`src/rtl/neuron_mac_accum.sv`:
```
// neuron_mac_accum: sums N_INPUTS signed products plus a per-neuron bias, then
// scales (arithmetic right shift), saturates and offers one result per frame
// over a valid/ready handshake.
// Optional build macro NEURON_RELU_EN: clamps negative results to zero after
// saturation. out_sat still reports the pre-ReLU condition.
//
// state | meaning
// ------+-----------------------------------------------------------
// ACC   | accepting product beats, accumulating the current frame
// HOLD  | frame result presented, waiting for downstream to take it

module neuron_mac_accum #(
    parameter int PROD_W   = 8,
    parameter int ACC_W    = 16,
    parameter int OUT_W    = 8,
    parameter int N_INPUTS = 4,
    parameter int SHIFT    = 0
) (
    input  logic              clk,
    input  logic              rst,
    input  logic              in_valid,
    output logic              in_ready,
    input  logic [PROD_W-1:0] in_prod,
    input  logic [ACC_W-1:0]  bias,
    output logic              out_valid,
    input  logic              out_ready,
    output logic [OUT_W-1:0]  out_data,
    output logic              out_sat
);

    localparam int CNT_W = (N_INPUTS > 1) ? $clog2(N_INPUTS) : 1;
    localparam logic [CNT_W-1:0] CNT_LAST = CNT_W'(N_INPUTS - 1);
    localparam logic signed [ACC_W-1:0] SAT_MAX = ACC_W'((2 ** (OUT_W - 1)) - 1);
    // Bitwise inversion of the positive limit gives the negative limit.
    localparam logic signed [ACC_W-1:0] SAT_MIN = ~SAT_MAX;

    typedef enum logic {
        ST_ACC,
        ST_HOLD
    } state_t;

    state_t                   state_q, state_d;
    logic signed [ACC_W-1:0]  acc_q, acc_d;
    logic [CNT_W-1:0]         cnt_q, cnt_d;
    logic                     ovf_q, ovf_d;
    logic [OUT_W-1:0]         out_data_q, out_data_d;
    logic                     out_sat_q, out_sat_d;

    logic                     beat;
    logic signed [ACC_W-1:0]  prod_ext;
    logic signed [ACC_W-1:0]  add_a;
    logic signed [ACC_W-1:0]  sum;
    logic                     add_ovf;
    logic                     ovf_frame;
    logic signed [ACC_W-1:0]  shifted;
    logic signed [ACC_W-1:0]  clamped;
    logic                     sat_hit;

    assign in_ready  = (state_q == ST_ACC);
    assign out_valid = (state_q == ST_HOLD);
    assign out_data  = out_data_q;
    assign out_sat   = out_sat_q;

    // Datapath: accumulate, detect overflow, scale and saturate the running sum.
    always_comb begin
        beat     = in_valid && (state_q == ST_ACC);
        prod_ext = ACC_W'($signed(in_prod));
        // The first beat of a frame starts from the bias instead of the old sum.
        add_a    = (cnt_q == '0) ? $signed(bias) : acc_q;
        sum      = add_a + prod_ext;
        add_ovf  = (add_a[ACC_W-1] == prod_ext[ACC_W-1]) && (sum[ACC_W-1] != add_a[ACC_W-1]);
        ovf_frame = add_ovf | ((cnt_q != '0) & ovf_q);
        shifted  = sum >>> SHIFT;
        clamped  = shifted;
        sat_hit  = 1'b0;
        if (shifted > SAT_MAX) begin
            clamped = SAT_MAX;
            sat_hit = 1'b1;
        end else if (shifted < SAT_MIN) begin
            clamped = SAT_MIN;
            sat_hit = 1'b1;
        end
`ifdef NEURON_RELU_EN
        if (clamped[ACC_W-1]) begin
            clamped = '0;
        end
`endif
    end

    // Next-state and register updates for the ACC/HOLD handshake FSM.
    always_comb begin
        state_d    = state_q;
        acc_d      = acc_q;
        cnt_d      = cnt_q;
        ovf_d      = ovf_q;
        out_data_d = out_data_q;
        out_sat_d  = out_sat_q;
        case (state_q)
            ST_ACC: begin
                if (beat) begin
                    acc_d = sum;
                    ovf_d = ovf_frame;
                    if (cnt_q == CNT_LAST) begin
                        cnt_d      = '0;
                        state_d    = ST_HOLD;
                        out_data_d = OUT_W'(clamped);
                        out_sat_d  = ovf_frame | sat_hit;
                    end else begin
                        cnt_d = cnt_q + CNT_W'(1);
                    end
                end
            end
            ST_HOLD: begin
                if (out_ready) begin
                    state_d = ST_ACC;
                end
            end
            default: state_d = ST_ACC;
        endcase
    end

    // State and datapath registers with synchronous reset.
    always_ff @(posedge clk) begin
        if (rst) begin
            state_q    <= ST_ACC;
            acc_q      <= '0;
            cnt_q      <= '0;
            ovf_q      <= 1'b0;
            out_data_q <= '0;
            out_sat_q  <= 1'b0;
        end else begin
            state_q    <= state_d;
            acc_q      <= acc_d;
            cnt_q      <= cnt_d;
            ovf_q      <= ovf_d;
            out_data_q <= out_data_d;
            out_sat_q  <= out_sat_d;
        end
    end

endmodule

```
`config.mk`:
```
export PLATFORM = sky130hd
export DESIGN_NAME = neuron_mac_accum
export DESIGN_NICKNAME = d
export VERILOG_FILES = /design/src/rtl/neuron_mac_accum.sv
export SDC_FILE = /design/constraint.sdc
export NUM_CORES = 1
export LEC_CHECK = 0
export BUFFER_PORTS_ARGS = -buffer_cell sky130_fd_sc_hd__buf_2
export CAP_MARGIN = 20
export CELL_PAD_IN_SITES_DETAIL_PLACEMENT = 1
export CELL_PAD_IN_SITES_GLOBAL_PLACEMENT = 2
export CORE_MARGIN = 2
export CORE_UTILIZATION = 34
export CTS_BUF_LIST = sky130_fd_sc_hd__clkbuf_4 sky130_fd_sc_hd__clkbuf_8
export DETAILED_ROUTE_END_ITERATION = 10
export PLACE_DENSITY_LB_ADDON = 0.2
export SLEW_MARGIN = 20
export SYNTH_ARGS = -nofsm -noshare
export SYNTH_HDL_FRONTEND = slang
export SYNTH_SLANG_ARGS = --single-unit
```
`constraint.sdc`:
```
create_clock -name clk -period 4.85 [get_ports clk]
set_input_delay 0.97 -clock clk [delete_from_list [all_inputs] [get_ports clk]]
set_output_delay 0.97 -clock clk [all_outputs]
set_load 0.02 [all_outputs]
```
==> metrics.md, run 1 <==
| Metric | Value |
|---|---|
| First DRT Iteration DRCs | `47` |
| Placeable Area | `about 6300 um^2` |
| Worst slew pin tran | `811.6 ps` |
| Status | `finished, final reports clean` |
| CTS resizes | `0` |
| Worst R2R Path Depth | `15` |
| Fin worst setup slack | `869.5 ps` |
| CP arrival | `~4000 ps` |
| Reg2reg start | `cnt_q[0]$_SDFFE_PP0P_` |
| Worst vdd ir | `0.1370 mV` |
| Sequential-to-total area share from yosys stat | `a little over a quarter` |
| Antenna-violating nets left | `0` |
| FF-to-FF End | `out_data[0]$_SDFFE_PP0P_` |
| Largest net degree at the start of global routing | `30` |
| Die H | `around 85 um` |
| Final period util | `between 80 and 90%` |
| Routed wire per std cell | `15.60 um` |
| TritonCTS Buffers | `5` |
| Vias in the first global route | `around 2,000` |
| Yosys cell types | `50` |
| Total wire length | `roughly 6.0 mm` |
| Clock Skew | `approximately 11 ps` |
| Flop2flop setup slack | `~870 ps` |
| Top_reg_cell synth | `dfxtp_1` |
| Crit path largest cell delay | `around 550 ps` |
| Most common cell after layout, fill and taps aside | `nand2_1` |
| Startpoint Class | `register` |
| GPL Wtd Cong | `0.8333` |
| I/O Pins | `39` |
| Antenna violations before repair | `0` |
| CTS max path bufs | `2` |
| Commonest cells after routing, fill and taps aside | `45 x nand2_1, 38 x buf_2, 29 x dfxtp_1, 27 x a21oi_1, 23 x nor2_1` |
| Cell Area, Synth | `2213 um^2` |
| # setup viols final | `0` |
| Number of synthesized flops with an enable pin | `0` |
| Final max-slew violation count | `0` |
| Row cnt | `29` |
| Later-pin clock latency in the skew report | `about 290 ps` |
| Syn. warnings | `0` |
| Cell chain of the critical path | `inv_1, ha_1, mux2_2, ha_1, inv_1, fa_1, nand2b_1, a21oi_2, o31a_4, o22ai_2, o31a_2, xnor2_2, or4_4, nand2_4, a211oi_2` |
| Crit Path Class | `reg2reg` |
| Clock sinks | `29` |
| Worst Setup EP | `out_data[0]$_SDFFE_PP0P_` |
| Hold Violations, Final | `0` |
| Worst path slowest cell | `or4_4` |
| CP Data Required Time | `4990 ps` |
| Layout area overhead | `16.51%` |
| Chip Width | `around 85 um` |
| Vias | `slightly above 2,000` |
| Critical Path Stages | `15` |
| DRC | `0` |
| Clk pin slew, worst setup/hold paths | `70 ps` |
| Mapped Cells | `approximately 270` |
| Initial DRT Pass Iterations | `4` |
| H-tree depth | `2` |
| Tmin final | `~4000 ps` |
| Syn avg cell area | `between 8 and 9 um^2` |
| Unrepaired setup endpoints after global routing | `no` |
| GR Util All Layers | `around 17%` |
| Hold Crit Class | `reg2reg` |
| Share of cells above drive strength 1 | `between 20% and 30%` |
| Congestion Overflow GR | `0` |
| Initial Util | `between 30% and 40%` |
| Hold-fix buffer count after cts | `0` |
| Leakage Power | `roughly 1.1 nW` |
| Multi-input combinational cell area | `1562 um^2` |
| DR vias/cell | `approximately 5.3` |
| Pre-CTS setup slack | `between 700 and 800 ps` |
| Buffers and inverters on the worst path | `2` |
| Antenna Cells | `0` |
| Fin Setup TNS | `0 ps` |
| Root Buffer | `clkbuf_8` |
| Fill cells | `785` |
| Power Density | `342.2 nW/um^2` |
| CP delay by family, top | `adder cells` |
| CTS tree | `built` |
| Die area | `7172 um^2` |
| HPWL Detailed | `approximately 4.6 mm` |
| Critical path origin | `cnt_q[0]$_SDFFE_PP0P_` |
| Input/output buffers | `38` |
| CP endpoint kind | `register` |
| Yosys reg bits | `29` |
| MaxCap Viol Count | `0` |
| Setup repair bufs after CTS | `0` |
| First-pass GRT wire length | `10.01 mm` |
| Register area | `approximately 580 um^2` |
| Syn nets | `314` |
| Rel. slew slack | `a little under half` |
| Crit-path max FO | `11` |
| Async SR Flop Fraction | `0%` |
| # nets final | `between 300 and 400` |
| FMAX | `0.2512 GHz` |
cells by family (layout without fill, tap and decap cells):
group / count (synthesis) / count (layout) / synth area share, %
flip-flops: 29 / 29 / 26.23
AO/OA/AOI/OAI: 77 / 77 / 26.74
XOR/XNOR: 13 / 13 / 5.484
AND/OR/NAND/NOR: 95 / 95 / 19.28
buffers and inverters: 19 / 57 / 3.222
multiplexers: 17 / 17 / 8.536
adder cells (fa/ha/maj): 18 / 18 / 10.51
metal layers:
metal | part of all wire, % | wire length (um) | global-route usage (%) | vias to the layer above
met5 | 0 | 0 | 0 | -
li1 | - | - | - | 1029
met4 | 1.3 | 77 | 5.195 | 0
met1 | 51 | 3037 | 23.76 | 956
met3 | 2.8 | 168 | 2.655 | 8
met2 | 45 | 2691 | 28.35 | 26
where the power goes:
group / internal, W / leakage [nW] / switching, W
sequential: 0.000261 / 0.238 / 0.0000116
combinational: 0.000159 / 0.815 / 0.000220
clock: 0.000128 / 0.0542 / 0.000103
total: 0.000548 / 1.11 / 0.000334
how the worst min path moves through the flow:
stage	startpoint	endpoint	slack, ps	cells after the start
floorplan	acc_q[0]$_SDFFE_PP0P_	acc_q[0]$_SDFFE_PP0P_	430	2
global placement	acc_q[11]$_SDFFE_PP0P_	acc_q[11]$_SDFFE_PP0P_	440	2
detailed placement	acc_q[8]$_SDFFE_PP0P_	acc_q[8]$_SDFFE_PP0P_	450	2
CTS	acc_q[8]$_SDFFE_PP0P_	acc_q[8]$_SDFFE_PP0P_	460	2
global route	acc_q[6]$_SDFFE_PP0P_	acc_q[6]$_SDFFE_PP0P_	480	2
finish	acc_q[8]$_SDFFE_PP0P_	acc_q[8]$_SDFFE_PP0P_	460	2
synth_stat cells (2+ instances only):
cell type | number | area share, %
nand2_1 | 45 | 7.6
dfxtp_1 | 29 | 26
a21oi_1 | 27 | 6.1
nor2_1 | 23 | 3.9
ha_1 | 17 | 9.6
mux2_2 | 15 | 7.6
clkbuf_1 | 9 | 1.5
inv_1 | 9 | 1.5
xnor2_1 | 9 | 3.6
a211oi_2 | 8 | 4.5
a211oi_1 | 6 | 2.0
nand2b_1 | 6 | 1.7
a21o_1 | 5 | 1.7
nor3_1 | 5 | 1.1
o21a_1 | 4 | 1.4
a21oi_2 | 3 | 1.2
nand3_1 | 3 | 0.68
o21bai_1 | 3 | 1.0
xor2_1 | 3 | 1.2
a31oi_1 | 2 | 0.57
and2_1 | 2 | 0.57
mux2i_1 | 2 | 0.90
nand4_1 | 2 | 0.57
nor2b_1 | 2 | 0.57
o21ai_0 | 2 | 0.45
o21ai_1 | 2 | 0.45
o22ai_2 | 2 | 1.1
tightest hold or removal path: cells and delay by family (launching register included):
kind	cells	cell delay [ps]
flops	1	310
simple gates	1	50
compound gates	1	50
cell type report:
class | instances | share of cell area, %
Clock buffer | 7 | 3.736
Clock inverter | 1 | 0.1941
Inverter | 9 | 1.310
Multi-Input combinational cell | 220 | 60.55
Sequential cell | 29 | 22.51
Tap cell | 77 | 3.736
Timing Repair Buffer | 40 | 7.957
per-stage QoR:
| step | cells | utilization, % | hold slack, ps | area, um^2 | power, W |
|---|---|---|---|---|---|
| floorplan | 268 | - | 433.8 | 2213 | 0.0005685 |
| global placement | 375 | 39.24 | 441.4 | 2477 | 0.0006583 |
| detailed placement | 375 | 39.24 | 447.4 | 2477 | 0.0006594 |
| CTS | 383 | 40.84 | 458.0 | 2579 | 0.0008960 |
| global route | 383 | 40.84 | 483.7 | 2579 | 0.0009467 |
| finish | 383 | 40.84 | 455.4 | 2579 | 0.0008825 |
registers in the layout, summed over array words and instances, names as in the netlist:
name       count
out_data       8
out_sat        1
cnt_q          2
acc_q         16
ovf_q          1
out_valid      1
Note: power is estimated with default switching activity, not from simulation.
==> run 2, diff against run 1 <==
Clock period 4.85 ns to 4.1 ns, I/O delays scaled along.
==> metrics.md, run 2 (same netlist as run 1, synthesis figures left out) <==
| Metric | Value |
|---|---|
| Worst vdd ir | `0.1167 mV (was 0.1370 mV)` |
| TritonCTS Buffers | `5 (unchanged)` |
| Crit-path max FO | `9 (was 11)` |
| Input/output buffers | `38 (unchanged)` |
| Setup repair bufs after CTS | `0 (unchanged)` |
| Vias | `2,020 (was 2,019)` |
| Initial Util | `35.06% (unchanged)` |
| MaxCap Viol Count | `0 (unchanged)` |
| # setup viols final | `0 (unchanged)` |
| CP arrival | `3870 ps (was 4120 ps)` |
| Layout area overhead | `16.17% (was 16.51%)` |
| Later-pin clock latency in the skew report | `280 ps (was 290 ps)` |
| Clock sinks | `29 (unchanged)` |
| Antenna violations before repair | `0 (unchanged)` |
| Combinational Power Share | `44.7% (was 43.0%)` |
| Flop2flop setup slack | `380 ps (was 870 ps)` |
| Hold-fix buffer count after cts | `0 (unchanged)` |
| Post-Layout Cell Count | `384 (was 383)` |
| # nets final | `352 (was 351)` |
| Fill cells | `794 (was 785)` |
| Seq pwr share | `31.8% (was 30.9%)` |
| Max FFs per register | `16 (unchanged)` |
| Hold Crit Class | `reg2reg (unchanged)` |
| Crit Path Class | `reg2reg (unchanged)` |
| Total wire length | `5.976 mm (was 5.974 mm)` |
| Root Buffer | `clkbuf_8 (unchanged)` |
| Die H | `84.69 um (unchanged)` |
| Switching part of the total | `39.16% (was 37.89%)` |
| Status | `finished, final reports clean (unchanged)` |
| DRC | `0 (unchanged)` |
| CTS tree | `built (unchanged)` |
| FF-to-FF End | `out_data[1]$_SDFFE_PP0P_ (was out_data[0]$_SDFFE_PP0P_)` |
| Share of cells above drive strength 1 | `28.34% (was 28.10%)` |
| Hold path cells | `2 (unchanged)` |
| Startpoint Class | `register (unchanged)` |
| Die area | `7172 um^2 (unchanged)` |
| First DRT Iteration DRCs | `50 (was 47)` |
| Hold Violations, Final | `0 (unchanged)` |
| Routed wire per std cell | `15.56 um (was 15.60 um)` |
| Clock Skew | `4.136 ps (was 11.01 ps)` |
| Row cnt | `29 (unchanged)` |
| CP endpoint kind | `register (unchanged)` |
| Placeable Area | `6314 um^2 (unchanged)` |
| Antenna-violating nets left | `0 (unchanged)` |
| Largest net degree at the start of global routing | `30 (unchanged)` |
| Congestion Overflow GR | `0 (unchanged)` |
| Worst slew pin tran | `821.1 ps (was 811.6 ps)` |
| WHS Endpoint | `acc_q[11]$_SDFFE_PP0P_ (was acc_q[8]$_SDFFE_PP0P_)` |
| GR Util All Layers | `17.06% (was 17.39%)` |
| FMAX | `0.2686 GHz (was 0.2512 GHz)` |
| Most common cell after layout, fill and taps aside | `nand2_1 (unchanged)` |
| Hold path startpoint | `acc_q[11]$_SDFFE_PP0P_ (was acc_q[8]$_SDFFE_PP0P_)` |
| Commonest cells after routing, fill and taps aside | `45 x nand2_1, 38 x buf_2, 29 x dfxtp_1, 27 x a21oi_1, 23 x nor2_1 (unchanged)` |
| Leakage Power | `1.101 nW (was 1.107 nW)` |
| Clk pwr share | `23.5% (was 26.2%)` |
| Sw power | `0.0003957 W (was 0.0003344 W)` |
| Internal Power | `0.0006147 W (was 0.0005481 W)` |
| I/O Pins | `39 (unchanged)` |
| First-pass GRT wire length | `9.798 mm (was 10.01 mm)` |
| DR vias/cell | `5.260 (was 5.272)` |
| CP Data Required Time | `4240 ps (was 4990 ps)` |
| GPL Wtd Cong | `0.8430 (was 0.8333)` |
| Tmin final | `3723 ps (was 3981 ps)` |
| CTS resizes | `0 (unchanged)` |
| Top reg by flops | `acc_q (unchanged)` |
| Chip Width | `84.69 um (unchanged)` |
| Clk pin slew, worst setup/hold paths | `70 ps (about the same)` |
| Placed cells | `376 (was 375)` |
| Rel. slew slack | `45.13% (was 45.76%)` |
| Antenna Cells | `0 (unchanged)` |
| Worst R2R Path Depth | `15 (unchanged)` |
| Final period util | `90.81% (was 82.07%)` |
| Power Density | `393.0 nW/um^2 (was 342.2 nW/um^2)` |
| Initial DRT Pass Iterations | `4 (unchanged)` |
| H-tree depth | `2 (unchanged)` |
| Reg2reg start | `cnt_q[0]$_SDFFE_PP0P_ (unchanged)` |
| Unrepaired setup endpoints after global routing | `no (unchanged)` |
| CTS max path bufs | `2 (unchanged)` |
| Fin Setup TNS | `0 ps (unchanged)` |
| HPWL Detailed | `4.615 mm (was 4.562 mm)` |
| Final max-slew violation count | `0 (unchanged)` |
| Vias in the first global route | `2,026 (was 2,056)` |
==> run 2: cell types whose count changed in the layout (fill, tap and decap cells not counted) <==
cell	previous run	this run
clkbuf_8	7	5
clkinv_2	1	2
clkinvlp_4	0	1
buf_4	2	3
==> run 2: worst max path at each step <==
| stage | to | slack (ps) | start | cells past startpoint |
|---|---|---|---|---|
| finish | out_data[1]$_SDFFE_PP0P_ | 380 | cnt_q[0]$_SDFFE_PP0P_ | 15 |
| detailed placement | out_data[1]$_SDFFE_PP0P_ | 240 | bias[0] | 14 |
| CTS | out_data[1]$_SDFFE_PP0P_ | 340 | cnt_q[0]$_SDFFE_PP0P_ | 15 |
| global placement | out_data[1]$_SDFFE_PP0P_ | 280 | bias[0] | 14 |
| floorplan | out_data[6]$_SDFFE_PP0P_ | 110 | cnt_q[0]$_SDFFE_PP0P_ | 17 |
| global route | out_data[1]$_SDFFE_PP0P_ | 70 | cnt_q[0]$_SDFFE_PP0P_ | 14 |
==> run 2: metal layers <==
layer / track usage (%) / vias to the layer above / part of all wire, %
met3: 3.343 / 4 / 3.0
met1: 22.92 / 954 / 51
met5: 0 / - / 0
li1: - / 1033 / -
met4: 3.463 / 0 / 0.60
met2: 28.56 / 29 / 46
==> run 2: critical path, cell delays in order (launching register included) <==
cell and delay [ps]:
dfxtp_1 380, inv_1 60, ha_1 230, buf_4 190, mux2_2 250, inv_1 60, fa_1 410, nand2b_1 190
a21oi_2 210, o31a_4 190, o22ai_2 90, o31a_2 380, xnor2_2 160, or4_4 550, nand2_4 160, a211oi_2 80
==> run 2: stage by stage <==
stage	worst slack (ps)	hold WS (ps)	instance area, um^2	power [W]	utilization [%]
final	376.9	453.6	2571	0.001010	40.73
after CTS	343.1	459.5	2571	0.001029	40.73
after detailed placement	235.2	449.0	2485	0.0007812	39.36
after global placement	277.0	442.9	2485	0.0007777	39.36
after global routing	67.71	480.8	2571	0.001089	40.73
after floorplan	112.5	433.8	2213	0.0006725	-
==> run 2: layout make-up <==
cell class	count	area [um^2]	share of cell area, %
clock buffer	5	68.82	2.676
tap	77	96.34	3.747
sequential	29	580.6	22.58
timing repair buffer	41	212.7	8.272
clock inverter	3	17.52	0.6813
multi-input combinational	220	1562	60.73
inverter	9	33.78	1.314
==> run 2: power groups by stage <==
stage,combinational [W],sequential [W],clock [W]
after global routing,0.000501,0.000326,0.000263
after detailed placement,0.000453,0.000329,0
after floorplan,0.000346,0.000326,0
after CTS,0.000456,0.000322,0.000251
after global placement,0.000450,0.000328,0
final,0.000452,0.000322,0.000237
==> run 3, diff against run 2 <==
Clock period 4.1 ns to 3.9 ns, I/O delays scaled along.
==> metrics.md, run 3 (same netlist as run 1, synthesis figures left out) <==
| Metric | Value |
|---|---|
| First DRT Iteration DRCs | `50 (unchanged)` |
| Max FFs per register | `16 (unchanged)` |
| Largest net degree at the start of global routing | `30 (unchanged)` |
| CP Data Required Time | `4040 ps (was 4240 ps)` |
| Antenna-violating nets left | `0 (unchanged)` |
| Met3 layer usage reported by global route | `3.441% (was 3.343%)` |
| Final max-slew violation count | `0 (unchanged)` |
| GR Util All Layers | `18.43% (was 17.06%)` |
| Placeable Area | `6314 um^2 (unchanged)` |
| Fill cells | `778 (was 794)` |
| Die H | `84.69 um (unchanged)` |
| Routed wire per std cell | `15.78 um (was 15.56 um)` |
| Top reg by flops | `acc_q (unchanged)` |
| Buffers and inverters on the worst path | `2 (was 3)` |
| Clock Skew | `3.198 ps (was 4.136 ps)` |
| TritonCTS Buffers | `5 (unchanged)` |
| Worst slew pin tran | `778.6 ps (was 821.1 ps)` |
| Vias in the first global route | `2,133 (was 2,026)` |
| CP endpoint kind | `register (unchanged)` |
| CTS tree | `built (unchanged)` |
| Most crowded layer after global routing | `met2 (unchanged)` |
| I/O Pins | `39 (unchanged)` |
| Input/output buffers | `38 (unchanged)` |
| Commonest cells after routing, fill and taps aside | `45 x nand2_1, 38 x buf_2, 29 x dfxtp_1, 27 x a21oi_1, 23 x nor2_1 (unchanged)` |
| Row cnt | `29 (unchanged)` |
| Tmin final | `3687 ps (was 3723 ps)` |
| DR vias/cell | `5.263 (was 5.260)` |
| Share of cells above drive strength 1 | `29.90% (was 28.34%)` |
| Seq pwr share | `27.7% (was 31.8%)` |
| Hold Violations, Final | `0 (unchanged)` |
| Multi-input combinational cell area | `1570 um^2 (was 1562 um^2)` |
| CP delay by family, top | `compound AO/OA/AOI/OAI gates (unchanged)` |
| Clk pin slew, worst setup/hold paths | `70 ps (about the same)` |
| CP arrival | `3830 ps (was 3870 ps)` |
| Crit path largest cell delay | `540 ps (was 550 ps)` |
| Crit-path max FO | `7 (was 9)` |
| Vias | `2,042 (was 2,020)` |
| Cell chain of the critical path | `inv_1, ha_1, mux2_2, ha_2, inv_1, fa_1, nand2b_1, a21oi_2, o31a_4, o22ai_2, o31a_2, xnor2_2, or4_4, nand2_4, a211oi_2 (was inv_1, ha_1, buf_4, mux2_2, inv_1, fa_1, nand2b_1, a21oi_2, o31a_4, o22ai_2, o31a_2, xnor2_2, or4_4, nand2_4, a211oi_2)` |
| FMAX | `0.2712 GHz (was 0.2686 GHz)` |
| Register area | `580.6 um^2 (unchanged)` |
| Chip Width | `84.69 um (unchanged)` |
| Unrepaired setup endpoints after global routing | `yes (was no)` |
| Hold Crit Class | `reg2reg (unchanged)` |
| Later-pin clock latency in the skew report | `280 ps (about the same)` |
| H-tree depth | `2 (unchanged)` |
| Combinational Power Share | `40.8% (was 44.7%)` |
| Clock sinks | `29 (unchanged)` |
| Routing usage on met1 | `24.22% (was 22.92%)` |
| Antenna violations before repair | `0 (unchanged)` |
| HPWL Detailed | `4.758 mm (was 4.615 mm)` |
| Internal Power | `0.0007941 W (was 0.0006147 W)` |
| Hold-fix buffer count after cts | `0 (unchanged)` |
| First-pass GRT wire length | `10.67 mm (was 9.798 mm)` |
| Final period util | `94.55% (was 90.81%)` |
| Leakage Power | `1.144 nW (was 1.101 nW)` |
| Worst path slowest cell | `or4_4 (unchanged)` |
| Worst vdd ir | `0.2183 mV (was 0.1167 mV)` |
| Status | `finished, final reports clean (unchanged)` |
| Initial DRT Pass Iterations | `4 (unchanged)` |
| Most common cell after layout, fill and taps aside | `nand2_1 (unchanged)` |
| Initial Util | `35.06% (unchanged)` |
| Die area | `7172 um^2 (unchanged)` |
| Power Density | `459.1 nW/um^2 (was 393.0 nW/um^2)` |
| Root Buffer | `clkbuf_8 (unchanged)` |
| MaxCap Viol Count | `0 (unchanged)` |
| DRC | `0 (unchanged)` |
| Crit Path Class | `reg2reg (unchanged)` |
| Switching part of the total | `35.00% (was 39.16%)` |
| Congestion Overflow GR | `0 (unchanged)` |
| Met2 usage | `31.28% (was 28.56%)` |
| Final hold slack | `455.8 ps (was 453.6 ps)` |
| CTS max path bufs | `2 (unchanged)` |
| Setup repair bufs after CTS | `0 (unchanged)` |
| Most common cell on crit path | `inv_1 (unchanged)` |
| GPL Wtd Cong | `0.8536 (was 0.8430)` |
| # nets final | `356 (was 352)` |
| Sw power | `0.0004275 W (was 0.0003957 W)` |
| Antenna Cells | `0 (unchanged)` |
| Layout area overhead | `20.24% (was 16.17%)` |
| Rel. slew slack | `47.97% (was 45.13%)` |
| Total power | `0.001222 W (was 0.001010 W)` |
| Startpoint Class | `register (unchanged)` |
| Clk pwr share | `31.5% (was 23.5%)` |
| # setup viols final | `0 (unchanged)` |
| Total wire length | `6.124 mm (was 5.976 mm)` |
[run 3: cell types whose count changed in the layout (fill, tap and decap cells not counted), sizes merged]
cell | before | now
clkinv | 2 | 1
bufinv | 0 | 2
clkinvlp | 1 | 0
buf | 41 | 45
[run 3: power groups by stage]
stage | combinational [W] | clock, W | sequential (W)
2_1_floorplan | 0.000364 | 0 | 0.000343
3_5_place_dp | 0.000500 | 0 | 0.000345
5_1_grt | 0.000560 | 0.000407 | 0.000342
4_1_cts | 0.000503 | 0.000394 | 0.000338
3_3_place_gp | 0.000496 | 0 | 0.000344
6_report | 0.000499 | 0.000385 | 0.000338
[run 3: final timing paths]
kind / start / to / slack [ps] / cells past startpoint
setup / recovery: cnt_q[0]$_SDFFE_PP0P_ / out_data[3]$_SDFFE_PP0P_ / 210 / 15
hold / removal: acc_q[3]$_SDFFE_PP0P_ / acc_q[3]$_SDFFE_PP0P_ / 460 / 2
setup reg to reg: cnt_q[0]$_SDFFE_PP0P_ / out_data[3]$_SDFFE_PP0P_ / 210 / 15
hold reg to reg: acc_q[3]$_SDFFE_PP0P_ / acc_q[3]$_SDFFE_PP0P_ / 460 / 2
[run 3: per-stage QoR]
step	cells	utilization, %	setup WS [ps]	TNS [ps]	instance area [um^2]
2_1_floorplan	268	-	62.54	0	2215
3_3_place_gp	380	39.83	160.3	0	2515
3_5_place_dp	380	39.83	104.4	0	2515
4_1_cts	388	41.95	157.0	0	2649
5_1_grt	388	42.15	-7.312	-19.90	2661
6_report	388	42.15	212.6	0	2661
[run 3: tightest hold or removal path, cell delays in order (launching register included)]
cell and delay [ps]:
dfxtp_1 310, nand2_1 50, a21oi_1 50
[run 3: final cells by class]
| cell class | count | area share [%] |
|---|---|---|
| flip-flops and latches | 29 | 21.81 |
| multi-input cells | 220 | 59.00 |
| inverters | 9 | 1.269 |
| well taps | 77 | 3.620 |
| clock buffers | 5 | 2.586 |
| repair buffers | 45 | 9.262 |
| clock inverters | 3 | 2.445 |
[run 3: repair_timing]
item,CTS,global route
endpoints found under the setup margin,0,8
hold endpoints to repair,0,0
resized for setup,0,3
[run 3: metal layers]
layer,share of wire (%),up-vias
met5,0,-
met4,0.87,0
met3,2.8,4
met2,47,32
met1,49,965
li1,-,1041
